## config.mk

```make
export PLATFORM = sky130hd
export DESIGN_NAME = pe_wb_engine_flat
export DESIGN_NICKNAME = d
export VERILOG_FILES = /design/src/rtl/controller_params.sv /design/src/rtl/pe_wb_engine_if.sv /design/src/rtl/pe_wb_fifo.sv /design/src/rtl/pe_wb_engine.sv /design/src/flat_wrapper.sv
export SDC_FILE = /design/constraint.sdc
export NUM_CORES = 2
export LEC_CHECK = 0
export CORE_MARGIN = 1
export CORE_UTILIZATION = 50
export CTS_CLUSTER_DIAMETER = 50
export CTS_CLUSTER_SIZE = 40
export DETAILED_ROUTE_END_ITERATION = 10
export HOLD_SLACK_MARGIN = 0.03
export PLACE_DENSITY = 0.75
export SLEW_MARGIN = 5
export SYNTH_ARGS = -nofsm -noshare
export SYNTH_HDL_FRONTEND = slang
export SYNTH_SLANG_ARGS = --single-unit
```

## constraint.sdc

```tcl
create_clock -name clk -period 20.3 [get_ports clk]
set_input_delay 2.03 -clock clk [delete_from_list [all_inputs] [get_ports clk]]
set_output_delay 2.03 -clock clk [all_outputs]
set_load 0.005 [all_outputs]
```

## src/rtl/controller_params.sv

```systemverilog
// Shared defaults and FSM encoding for the PE write-back path and its controller.
package controller_params;
    localparam int DEF_W_SIZE     = 9;
    localparam int DEF_W_CHANNEL  = 9;
    localparam int DEF_TOUT       = 16;
    localparam int DEF_W_PSUM     = 32;
    localparam int DEF_PE_LATENCY = 4;

    typedef enum logic [1:0] {
        S_IDLE  = 2'd0,
        S_LOAD  = 2'd1,
        S_WRITE = 2'd2
    } wb_state_e;
endpackage

```

## src/rtl/pe_wb_engine_if.sv

```systemverilog
// Psum-buffer write port: one lane per accepted beat, valid/ready style.
interface pe_wb_engine_if import controller_params::*; #(
    parameter int ADDR_WIDTH = DEF_W_CHANNEL + 2 * DEF_W_SIZE,
    parameter int W_PSUM     = DEF_W_PSUM
) ();
    logic                  psum_we;
    logic                  psum_ready;
    logic [ADDR_WIDTH-1:0] psum_addr;
    logic [W_PSUM-1:0]     psum_wdata;
    logic                  psum_acc;

    modport master (output psum_we, psum_addr, psum_wdata, psum_acc, input psum_ready);
    modport slave  (input psum_we, psum_addr, psum_wdata, psum_acc, output psum_ready);
endinterface

```

## src/rtl/pe_wb_fifo.sv

```systemverilog
// Small result-entry FIFO with registered pointers and occupancy count.
module pe_wb_fifo #(
    parameter int WIDTH = 8,
    parameter int DEPTH = 4
) (
    input  logic             clk,
    input  logic             rstn,
    input  logic             push,
    input  logic             pop,
    input  logic [WIDTH-1:0] wdata,
    output logic [WIDTH-1:0] rdata,
    output logic             full,
    output logic             empty
);
    localparam int PTR_W = (DEPTH > 1) ? $clog2(DEPTH) : 1;
    localparam int CNT_W = $clog2(DEPTH + 1);

    logic [WIDTH-1:0] mem [DEPTH];
    logic [PTR_W-1:0] wr_ptr, rd_ptr;
    logic [CNT_W-1:0] count;
    logic             do_push, do_pop;

    assign full    = (count == CNT_W'(DEPTH));
    assign empty   = (count == '0);
    assign do_push = push && !full;
    assign do_pop  = pop && !empty;
    assign rdata   = mem[rd_ptr];

    function automatic logic [PTR_W-1:0] bump(input logic [PTR_W-1:0] p);
        return (p == PTR_W'(DEPTH - 1)) ? '0 : p + 1'b1;
    endfunction

    always_ff @(posedge clk) begin
        if (do_push) mem[wr_ptr] <= wdata;
    end

    always_ff @(posedge clk or negedge rstn) begin
        if (!rstn) begin
            wr_ptr <= '0;
            rd_ptr <= '0;
            count  <= '0;
        end else begin
            if (do_push) wr_ptr <= bump(wr_ptr);
            if (do_pop)  rd_ptr <= bump(rd_ptr);
            if (do_push && !do_pop)      count <= count + 1'b1;
            else if (do_pop && !do_push) count <= count - 1'b1;
        end
    end
endmodule

```

## src/rtl/pe_wb_engine.sv

```systemverilog
// Captures PE result vectors with their coordinates and drains them lane by lane
// into the psum buffer, tracking busy / frame-done / overflow status.
module pe_wb_engine import controller_params::*; #(
    parameter int W_SIZE     = DEF_W_SIZE,
    parameter int W_CHANNEL  = DEF_W_CHANNEL,
    parameter int Tout       = DEF_TOUT,
    parameter int W_PSUM     = DEF_W_PSUM,
    parameter int PE_LATENCY = DEF_PE_LATENCY,
    parameter int FIFO_DEPTH = 4,
    parameter int ADDR_WIDTH = W_CHANNEL + 2 * W_SIZE
) (
    input  logic                   clk,
    input  logic                   rstn,
    input  logic                   c_ctrl_data_run,
    input  logic [W_SIZE-1:0]      c_row,
    input  logic [W_SIZE-1:0]      c_col,
    input  logic [W_CHANNEL-1:0]   c_chn_base,
    input  logic                   c_first_chn,
    input  logic                   c_end_frame,
    output logic                   o_req_ifm,
    output logic                   o_req_filter,
    input  logic                   pe_vld,
    input  logic [Tout*W_PSUM-1:0] pe_acc,
    pe_wb_engine_if.master         psum,
    output logic                   o_busy,
    output logic                   o_frame_done,
    output logic                   o_err_ovf
);
    localparam int LANE_W = (Tout > 1) ? $clog2(Tout) : 1;

    typedef struct packed {
        logic                 run;
        logic [W_SIZE-1:0]    row;
        logic [W_SIZE-1:0]    col;
        logic [W_CHANNEL-1:0] chn;
        logic                 first;
    } beat_t;

    typedef struct packed {
        logic [Tout*W_PSUM-1:0] acc;
        logic [W_SIZE-1:0]      row;
        logic [W_SIZE-1:0]      col;
        logic [W_CHANNEL-1:0]   chn;
        logic                   first;
    } entry_t;

    function automatic logic [ADDR_WIDTH-1:0] lane_addr(input entry_t e, input logic [LANE_W-1:0] l);
        return {e.chn + W_CHANNEL'(l), e.row, e.col};
    endfunction

    function automatic logic [W_PSUM-1:0] lane_data(input entry_t e, input logic [LANE_W-1:0] l);
        return e.acc[l*W_PSUM +: W_PSUM];
    endfunction

    logic        run_p0;
    beat_t       beat_p [PE_LATENCY];
    logic        pipe_busy;
    entry_t      entry_in, head, hold;
    logic        fifo_full, fifo_empty, push, pop;
    wb_state_e   state, nxt_state;
    logic [LANE_W-1:0] lane;
    logic        we_q, acc_q, accept, last_lane, frame_pend, ovf_q;
    logic [ADDR_WIDTH-1:0] addr_q;
    logic [W_PSUM-1:0]     wdata_q;

    // Stage p0..p(L-1): coordinate delay line aligned to pe_vld at the last tap
    always_ff @(posedge clk or negedge rstn) begin
        if (!rstn) begin
            run_p0 <= 1'b0;
            for (int i = 0; i < PE_LATENCY; i++) beat_p[i] <= '0;
        end else begin
            run_p0    <= c_ctrl_data_run;
            beat_p[0] <= '{run: c_ctrl_data_run, row: c_row, col: c_col,
                           chn: c_chn_base, first: c_first_chn};
            for (int i = 1; i < PE_LATENCY; i++) beat_p[i] <= beat_p[i-1];
        end
    end

    assign o_req_ifm    = run_p0;
    assign o_req_filter = run_p0;

    always_comb begin
        pipe_busy = 1'b0;
        for (int i = 0; i < PE_LATENCY; i++) pipe_busy = pipe_busy | beat_p[i].run;
    end

    // Capture stage: result vector joins its coordinates in the FIFO
    assign entry_in = '{acc: pe_acc, row: beat_p[PE_LATENCY-1].row, col: beat_p[PE_LATENCY-1].col,
                        chn: beat_p[PE_LATENCY-1].chn, first: beat_p[PE_LATENCY-1].first};
    assign push     = pe_vld && !fifo_full;

    pe_wb_fifo #(.WIDTH($bits(entry_t)), .DEPTH(FIFO_DEPTH)) u_fifo (
        .clk   (clk),
        .rstn  (rstn),
        .push  (push),
        .pop   (pop),
        .wdata (entry_in),
        .rdata (head),
        .full  (fifo_full),
        .empty (fifo_empty)
    );

    assign accept    = we_q && psum.psum_ready;
    assign last_lane = (lane == LANE_W'(Tout - 1));

    always_ff @(posedge clk or negedge rstn) begin
        if (!rstn) state <= S_IDLE;
        else       state <= nxt_state;
    end

    // A drain starts only when the buffer can take data, so a stalled buffer keeps
    // entries queued; the next entry is chained straight in to avoid a lane bubble.
    always_comb begin
        nxt_state = state;
        pop       = 1'b0;
        case (state)
            S_IDLE:  if (!fifo_empty && psum.psum_ready) nxt_state = S_LOAD;
            S_LOAD: begin
                pop       = 1'b1;
                nxt_state = S_WRITE;
            end
            S_WRITE: begin
                if (accept && last_lane) begin
                    if (!fifo_empty) pop = 1'b1;
                    else             nxt_state = S_IDLE;
                end
            end
            default: nxt_state = S_IDLE;
        endcase
    end

    // Write stage: registered psum port, held while the buffer stalls
    always_ff @(posedge clk or negedge rstn) begin
        if (!rstn) begin
            hold    <= '0;
            lane    <= '0;
            we_q    <= 1'b0;
            addr_q  <= '0;
            wdata_q <= '0;
            acc_q   <= 1'b0;
        end else if (pop) begin
            hold    <= head;
            lane    <= '0;
            we_q    <= 1'b1;
            addr_q  <= lane_addr(head, '0);
            wdata_q <= lane_data(head, '0);
            acc_q   <= !head.first;
        end else if (accept) begin
            if (last_lane) begin
                we_q <= 1'b0;
            end else begin
                lane    <= lane + 1'b1;
                addr_q  <= lane_addr(hold, lane + 1'b1);
                wdata_q <= lane_data(hold, lane + 1'b1);
            end
        end
    end

    assign psum.psum_we    = we_q;
    assign psum.psum_addr  = addr_q;
    assign psum.psum_wdata = wdata_q;
    assign psum.psum_acc   = acc_q;

    always_ff @(posedge clk or negedge rstn) begin
        if (!rstn) begin
            ovf_q      <= 1'b0;
            frame_pend <= 1'b0;
        end else begin
            if (pe_vld && fifo_full) ovf_q <= 1'b1;
            if (frame_pend && !o_busy) frame_pend <= 1'b0;
            else if (c_end_frame)      frame_pend <= 1'b1;
        end
    end

    assign o_busy       = pipe_busy || !fifo_empty || (state != S_IDLE);
    assign o_frame_done = frame_pend && !o_busy;
    assign o_err_ovf    = ovf_q;
endmodule
```

## src/flat_wrapper.sv

```systemverilog
// flat-port wrapper written by rule: the top's interface ports become plain ports
module pe_wb_engine_flat import controller_params::*;
#(
    parameter int W_SIZE     = DEF_W_SIZE,
    parameter int W_CHANNEL  = DEF_W_CHANNEL,
    parameter int Tout       = DEF_TOUT,
    parameter int W_PSUM     = DEF_W_PSUM,
    parameter int PE_LATENCY = DEF_PE_LATENCY,
    parameter int FIFO_DEPTH = 4,
    parameter int ADDR_WIDTH = W_CHANNEL + 2 * W_SIZE
)
  (clk, rstn, c_ctrl_data_run, c_row, c_col, c_chn_base, c_first_chn, c_end_frame, o_req_ifm, o_req_filter, pe_vld, pe_acc, o_busy, o_frame_done, o_err_ovf, psum_psum_we, psum_psum_addr, psum_psum_wdata, psum_psum_acc, psum_psum_ready);
  pe_wb_engine_if #(.ADDR_WIDTH(ADDR_WIDTH), .W_PSUM(W_PSUM)) psum_i ();
  input  logic clk;
  input  logic rstn;
  input  logic c_ctrl_data_run;
  input  logic [W_SIZE-1:0] c_row;
  input  logic [W_SIZE-1:0] c_col;
  input  logic [W_CHANNEL-1:0] c_chn_base;
  input  logic c_first_chn;
  input  logic c_end_frame;
  output logic o_req_ifm;
  output logic o_req_filter;
  input  logic pe_vld;
  input  logic [Tout*W_PSUM-1:0] pe_acc;
  output logic o_busy;
  output logic o_frame_done;
  output logic o_err_ovf;
  output wire logic [$bits(psum_i.psum_we)-1:0] psum_psum_we;
  output wire logic [$bits(psum_i.psum_addr)-1:0] psum_psum_addr;
  output wire logic [$bits(psum_i.psum_wdata)-1:0] psum_psum_wdata;
  output wire logic [$bits(psum_i.psum_acc)-1:0] psum_psum_acc;
  input wire logic [$bits(psum_i.psum_ready)-1:0] psum_psum_ready;
  assign psum_psum_we = psum_i.psum_we;
  assign psum_psum_addr = psum_i.psum_addr;
  assign psum_psum_wdata = psum_i.psum_wdata;
  assign psum_psum_acc = psum_i.psum_acc;
  assign psum_i.psum_ready = psum_psum_ready;
  pe_wb_engine #(.W_SIZE(W_SIZE), .W_CHANNEL(W_CHANNEL), .Tout(Tout), .W_PSUM(W_PSUM), .PE_LATENCY(PE_LATENCY), .FIFO_DEPTH(FIFO_DEPTH), .ADDR_WIDTH(ADDR_WIDTH)) u_core (.clk(clk), .rstn(rstn), .c_ctrl_data_run(c_ctrl_data_run), .c_row(c_row), .c_col(c_col), .c_chn_base(c_chn_base), .c_first_chn(c_first_chn), .c_end_frame(c_end_frame), .o_req_ifm(o_req_ifm), .o_req_filter(o_req_filter), .pe_vld(pe_vld), .pe_acc(pe_acc), .psum(psum_i), .o_busy(o_busy), .o_frame_done(o_frame_done), .o_err_ovf(o_err_ovf));
endmodule
```

Word level (Yosys, flattened, before mapping):

Memory sizes are Yosys's and may differ from the RTL's.
Cells that the tools add are included.

* register bits: 731
* memory bits (read-only): 0
* word-level logic and storage cells: 111
* RAM bits: 2160
* output and inout bits: 66
* memories kept: 1
* latch bits: 0
* input bits: 546

* magnitude comparators: 0
* reduce and logical (&&, ||, !) cells: 28
* shifts and indexed selects: 1
* bitwise logic cells: 3
* multiplexer cells: 27
* div/mod/pow operators: 0
* $add $sub $neg: 6
* equality and inequality tests: 10
* multipliers: 0

Memory list
* u_core.u_fifo.mem: depth 4, width 540, rd ports 1, clocked after memory_dff 0, wr ports 1, line pe_wb_fifo.sv:18 `logic [WIDTH-1:0] mem [DEPTH];`

Operator list (count)
* $shiftx 512x10->32: 1
* $mux 32: 3
* $mux 27: 3
* $mux 4: 3
* $logic_and 1x1->1: 10
* $mux 2: 5
* $reduce_bool 2->1: 5
* $add 9x4->9: 1
* $mux 1: 9
* $eq 2x2->1 const B: 3
* $logic_not 1->1: 6
* $mux 3: 2
* $ne 2x1->1 const B: 3
* $pmux 2 s3: 1
* $add 2x1->2 const B: 2
* $add 4x1->4 const B: 1
* $eq 4x4->1 const B: 1
* $reduce_and 2->1: 2
* $add 3x1->3 const B: 1
* $eq 3x3->1 const B: 1
* $logic_not 3->1: 1
* $or 1x1->1: 3
* $reduce_and 3->1: 1
* $sub 3x1->3 const B: 1
* other kinds (5): 6

Depth between registers and ports, before layout:

* depth after elaboration: 8
* depth in mapped cells: 13
* mapped depth without buffers: 11

Cells and area by module:

From an unflattened synthesis, not the netlist that was laid out.

* cell total of the unflattened synthesis: 5808
* area total of the unflattened synthesis: 108425.2 µm²

Modules (own cells, without submodules)
* pe_wb_fifo: times used 1, seq. area each 65037.4 µm², cells each 2857, area each 78317.6 µm²
* pe_wb_engine: times used 1, seq. area each 18117.4 µm², cells each 2951, area each 30107.6 µm²

Least setup slack after synthesis:

OpenSTA, ideal clock, no wires.

* path type: input to register
* from: in pe_vld
* to: mem u_core.u_fifo.mem[0][0] in the netlist's numbering (enable)
* library setup time: 0.976 ns
* required time: 19.324 ns
* cell stages on the path: 2
* path slack: 4.713 ns
* arrival time: 14.611 ns
* path buffers: 0
* cell sequence: a21boi_1 -> and2_1

* word-level cells in the longest chain between the ends: 4

Ends and longest elaborated chain
* from (decl): line flat_wrapper.sv:24 `input logic pe_vld;`
* $logic_and 1x1->1: line pe_wb_engine.sv:90 `assign push = pe_vld && !fifo_full;`
* $logic_and 1x1->1: line pe_wb_fifo.sv:25 `assign do_push = push && !full;`
* $mux 1: line pe_wb_fifo.sv:34 `if (do_push) mem[wr_ptr] <= wdata;`
* $mux 1 (not written as such): line pe_wb_fifo.sv:34
* to (decl): line pe_wb_fifo.sv:18

No other way between the ends.

Worst setup path after layout:

* from: in pe_vld
* to: mem u_core.u_fifo.mem[3][465] in the netlist's numbering (enable)

* word-level cells in the longest chain between the ends: 4

Ends and longest elaborated chain
* $logic_and 1x1->1: line pe_wb_engine.sv:90
* $logic_and 1x1->1: line pe_wb_fifo.sv:25
* named net u_core.u_fifo.do_push: line pe_wb_fifo.sv:21 `logic do_push, do_pop;`
* $mux 1: line pe_wb_fifo.sv:34
* $mux 1 (not written as such): line pe_wb_fifo.sv:34

The timed path passes the listed nets, and every way through them passes these cells.

==> impl_metrics.py <==
metrics = {
    "synthesis": {
        "synthesis.nets": 6315,
        "synth_area_um2": 108000,
        "synth.top_cells.by_area": "edfxtp_1, dfrtp_1, mux4_2",
        "synth_cell_type_count": 45,
        "synth_area_leader_cell": "edfxtp_1",
        "synthMostInstantiatedCell": "edfxtp_1",
        "yosys.area.top_type_share_pct": 60.0,
        "syn_inst": 5752,
        "synth_ff_type": "edfxtp_1",
        "synthArstFlopShare_pct": 25.3,
        "ys_seq_area_share_pct": 76.9,
        "ys_ff_latch": 2891,
        "avgSynthCellArea_um2": 18.8,
        "yosysWarnings": 0,
        "ys_top_cells_by_count": "edfxtp_1, nand2_1, dfrtp_1",
        "synth-edff-count": 2160,
    },
    "place": {
        "dp_worst_setup_slack_ns": 13.27,
        "port_buffers": 611,
        "post-place-cells": 8975,
        "place_area_um2": 117000,
        "gp_congestion": 0.827,
        "dp_hpwl_um": 169000,
    },
    "setup_path": {
        "crit_type": "in2reg",
        "arrival_ns": 6.63,
        "crit_path_max_fanout": 65,
        "critPathCaptureType": "register",
        "r2r_cells": 6,
        "cp_data_required_time_ns": 20.79,
        "rrSetupSlack_ns": 15.29,
        "critPathLaunchType": "input port",
    },
    "clocking": {
        "clk_path_buf_depth": 3,
        "clock_latency_ns": 0.90,
        "path_clk_slew_ns": 0.08,
        "cts-htree-levels": 4,
        "cts_sinks": 2891,
        "holdBufCountCts": 0,
        "numCtsBuffers": 231,
        "cts_tree": "done",
        "root_buffer": "clkbuf_16",
        "cts_resized": 0,
        "cts_setup_buffers": 0,
    },
    "global_route": {
        "track_usage_pct": 24.7,
        "antenna_found_initial": 111,
        "grt_overflow": 0,
        "grt_pass1_wl_um": 386000,
        "first_global_vias": 56200,
        "grt_max_degree": 217,
    },
    "routing": {
        "wl_um": 268000,
        "via_per_inst": 5.82,
        "drc": 0,
        "m1WireLength_um": 103000,
        "drtAntennaViolNets": 0,
        "dr_wl_met3_um": 22700,
        "vias": 55300,
        "dr.pass1.iters": 7,
        "first_iter_violations": 6077,
        "wl_met2_um": 131000,
        "wl_per_cell_um": 28.2,
        "routed.top_layer": "met5",
    },
    "floorplan": {
        "core-area_um2": 215000,
        "rows": 170,
        "io-pin-count": 612,
        "die_h_um": 467,
        "dieArea_um2": 218000,
        "die_x_um": 467,
        "start_util_pct": 50.3,
    },
    "final_layout": {
        "final_nets": 6933,
        "drive_gt1_share_pct": 19.6,
        "syn_to_final_growth_pct": 16.5,
        "multi_input_area_um2": 23700,
        "fillers": 15400,
        "seqCellArea_um2": 83200,
        "final-instance-count-excl-fill": 9503,
        "fin_area_um2": 126000,
    },
    "pwr": {
        "powerDensity_nw_per_um2": 156,
        "irDropWorstVdd_v": 0.000137,
        "leakagePower_nw": 45.6,
    },
    "timing": {
        "finClkSkew_ns": 0.0414,
        "setup_viol": 0,
        "slew_viol_final": 0,
        "max_freq_mhz": 163,
        "finalSetupTns_ns": 0,
        "slew_headroom_pct": 15.6,
        "hold_viol": 0,
        "worst_slack_ns": 14.17,
        "holdWs_ns": 0.315,
        "rsz0062_at_grt": "no",
        "fin_crit_sh_pct": 30.2,
        "worst-slew-pin-transition_ns": 1.27,
        "final.min_clock_period_ns": 6.13,
    },
    "min_path": {
        "hold_depth": 0,
        "worst_hold_path_type": "reg2reg",
    },
    "outcome": {
        "outcome": "complete, no violations",
    },
    "job": {
        "drv_cap": 0,
    },
}
[kinds of logic (layout without fill, tap and decap cells)]
logic type	after synthesis	after routing	share of synthesized area, %
other	0	86	0
buffers and inverters	309	1136	1.24
and+or+nand+nor	1616	1616	5.74
xor gates and xnor gates	11	11	0.0891
muxes	774	774	15.0
adders and majority gates	17	17	0.211
AOI/OAI and AO/OA	134	134	0.773
DFF	2891	2891	76.9
[layout make-up]
class	count	share of cell area, %
well taps	2838	2.82
repair buffers	684	5.42
inverters	10	0.0298
clock inverters	192	1.94
clock buffers	250	4.75
multi-input cells	2552	18.8
flip-flops and latches	2891	66.0
diodes	86	0.171
[final timing paths]
path | from | endpoint
worst min-delay path | u_core.beat_p[66] | u_core.beat_p[37]
min in group asynchronous | rstn | u_core.hold[48]
worst max register to register | u_core.u_fifo.count[0] | u_core.u_fifo.mem[3][465]
worst max-delay path | pe_vld | u_core.u_fifo.mem[3][465]
max in group asynchronous | rstn | u_core.hold[481]
worst min register to register | u_core.beat_p[66] | u_core.beat_p[37]
[sequential cells by signal, summed over array words and instances, names as in the netlist]
register                flops
u_core.lane                 4
u_core.state                2
u_core.psum.psum_wdata     32
u_core.beat_p             115
u_core.u_fifo.rd_ptr        2
u_core.psum.psum_we         1
u_core.o_req_filter         1
u_core.u_fifo.count         3
u_core.psum.psum_addr      27
u_core.hold               539
u_core.u_fifo.wr_ptr        2
u_core.psum.psum_acc        1
u_core.o_err_ovf            1
u_core.frame_pend           1
u_core.u_fifo.mem        2160
[placed cells by master (no fill, tap or decap), types with 48 or more instances in the layout]
cell type	count
nor2_1	48
edfxtp_1	2160
mux4_2	669
nand2_1	1513
diode_2	86
mux2_2	96
dfrtp_1	728
clkbuf_16	235
clkdlybuf4s50_1	610
buf_4	60
[routing by layer]
metal  vias to the layer above  track usage (%)
met4                        46             10.4
met2                      2315             38.9
met5                         -                0
met1                     29300             33.4
met3                       462             5.47
li1                      23200                -
[power breakdown]
part | switching, mW | total [mW] | internal [mW]
combinational | 3.67 | 6.20 | 2.53
clock | 2.42 | 4.84 | 2.42
sequential | 0.618 | 8.54 | 7.92
[through the flow]
stage	util, %	total power, mW
global placement	54.6	14.8
detailed placement	54.6	14.9
finish	58.6	19.6
CTS	58.5	19.8
global route	58.6	20.4
floorplan	-	13.0
[worst max-delay path, stage by stage]
cell	delay, ns
clkdlybuf4s50_1	0.48
a21boi_1	0.54
and2_4	0.87
buf_4	0.93
buf_4	0.78
buf_4	0.81
Note: power is estimated with default switching activity, not from simulation.
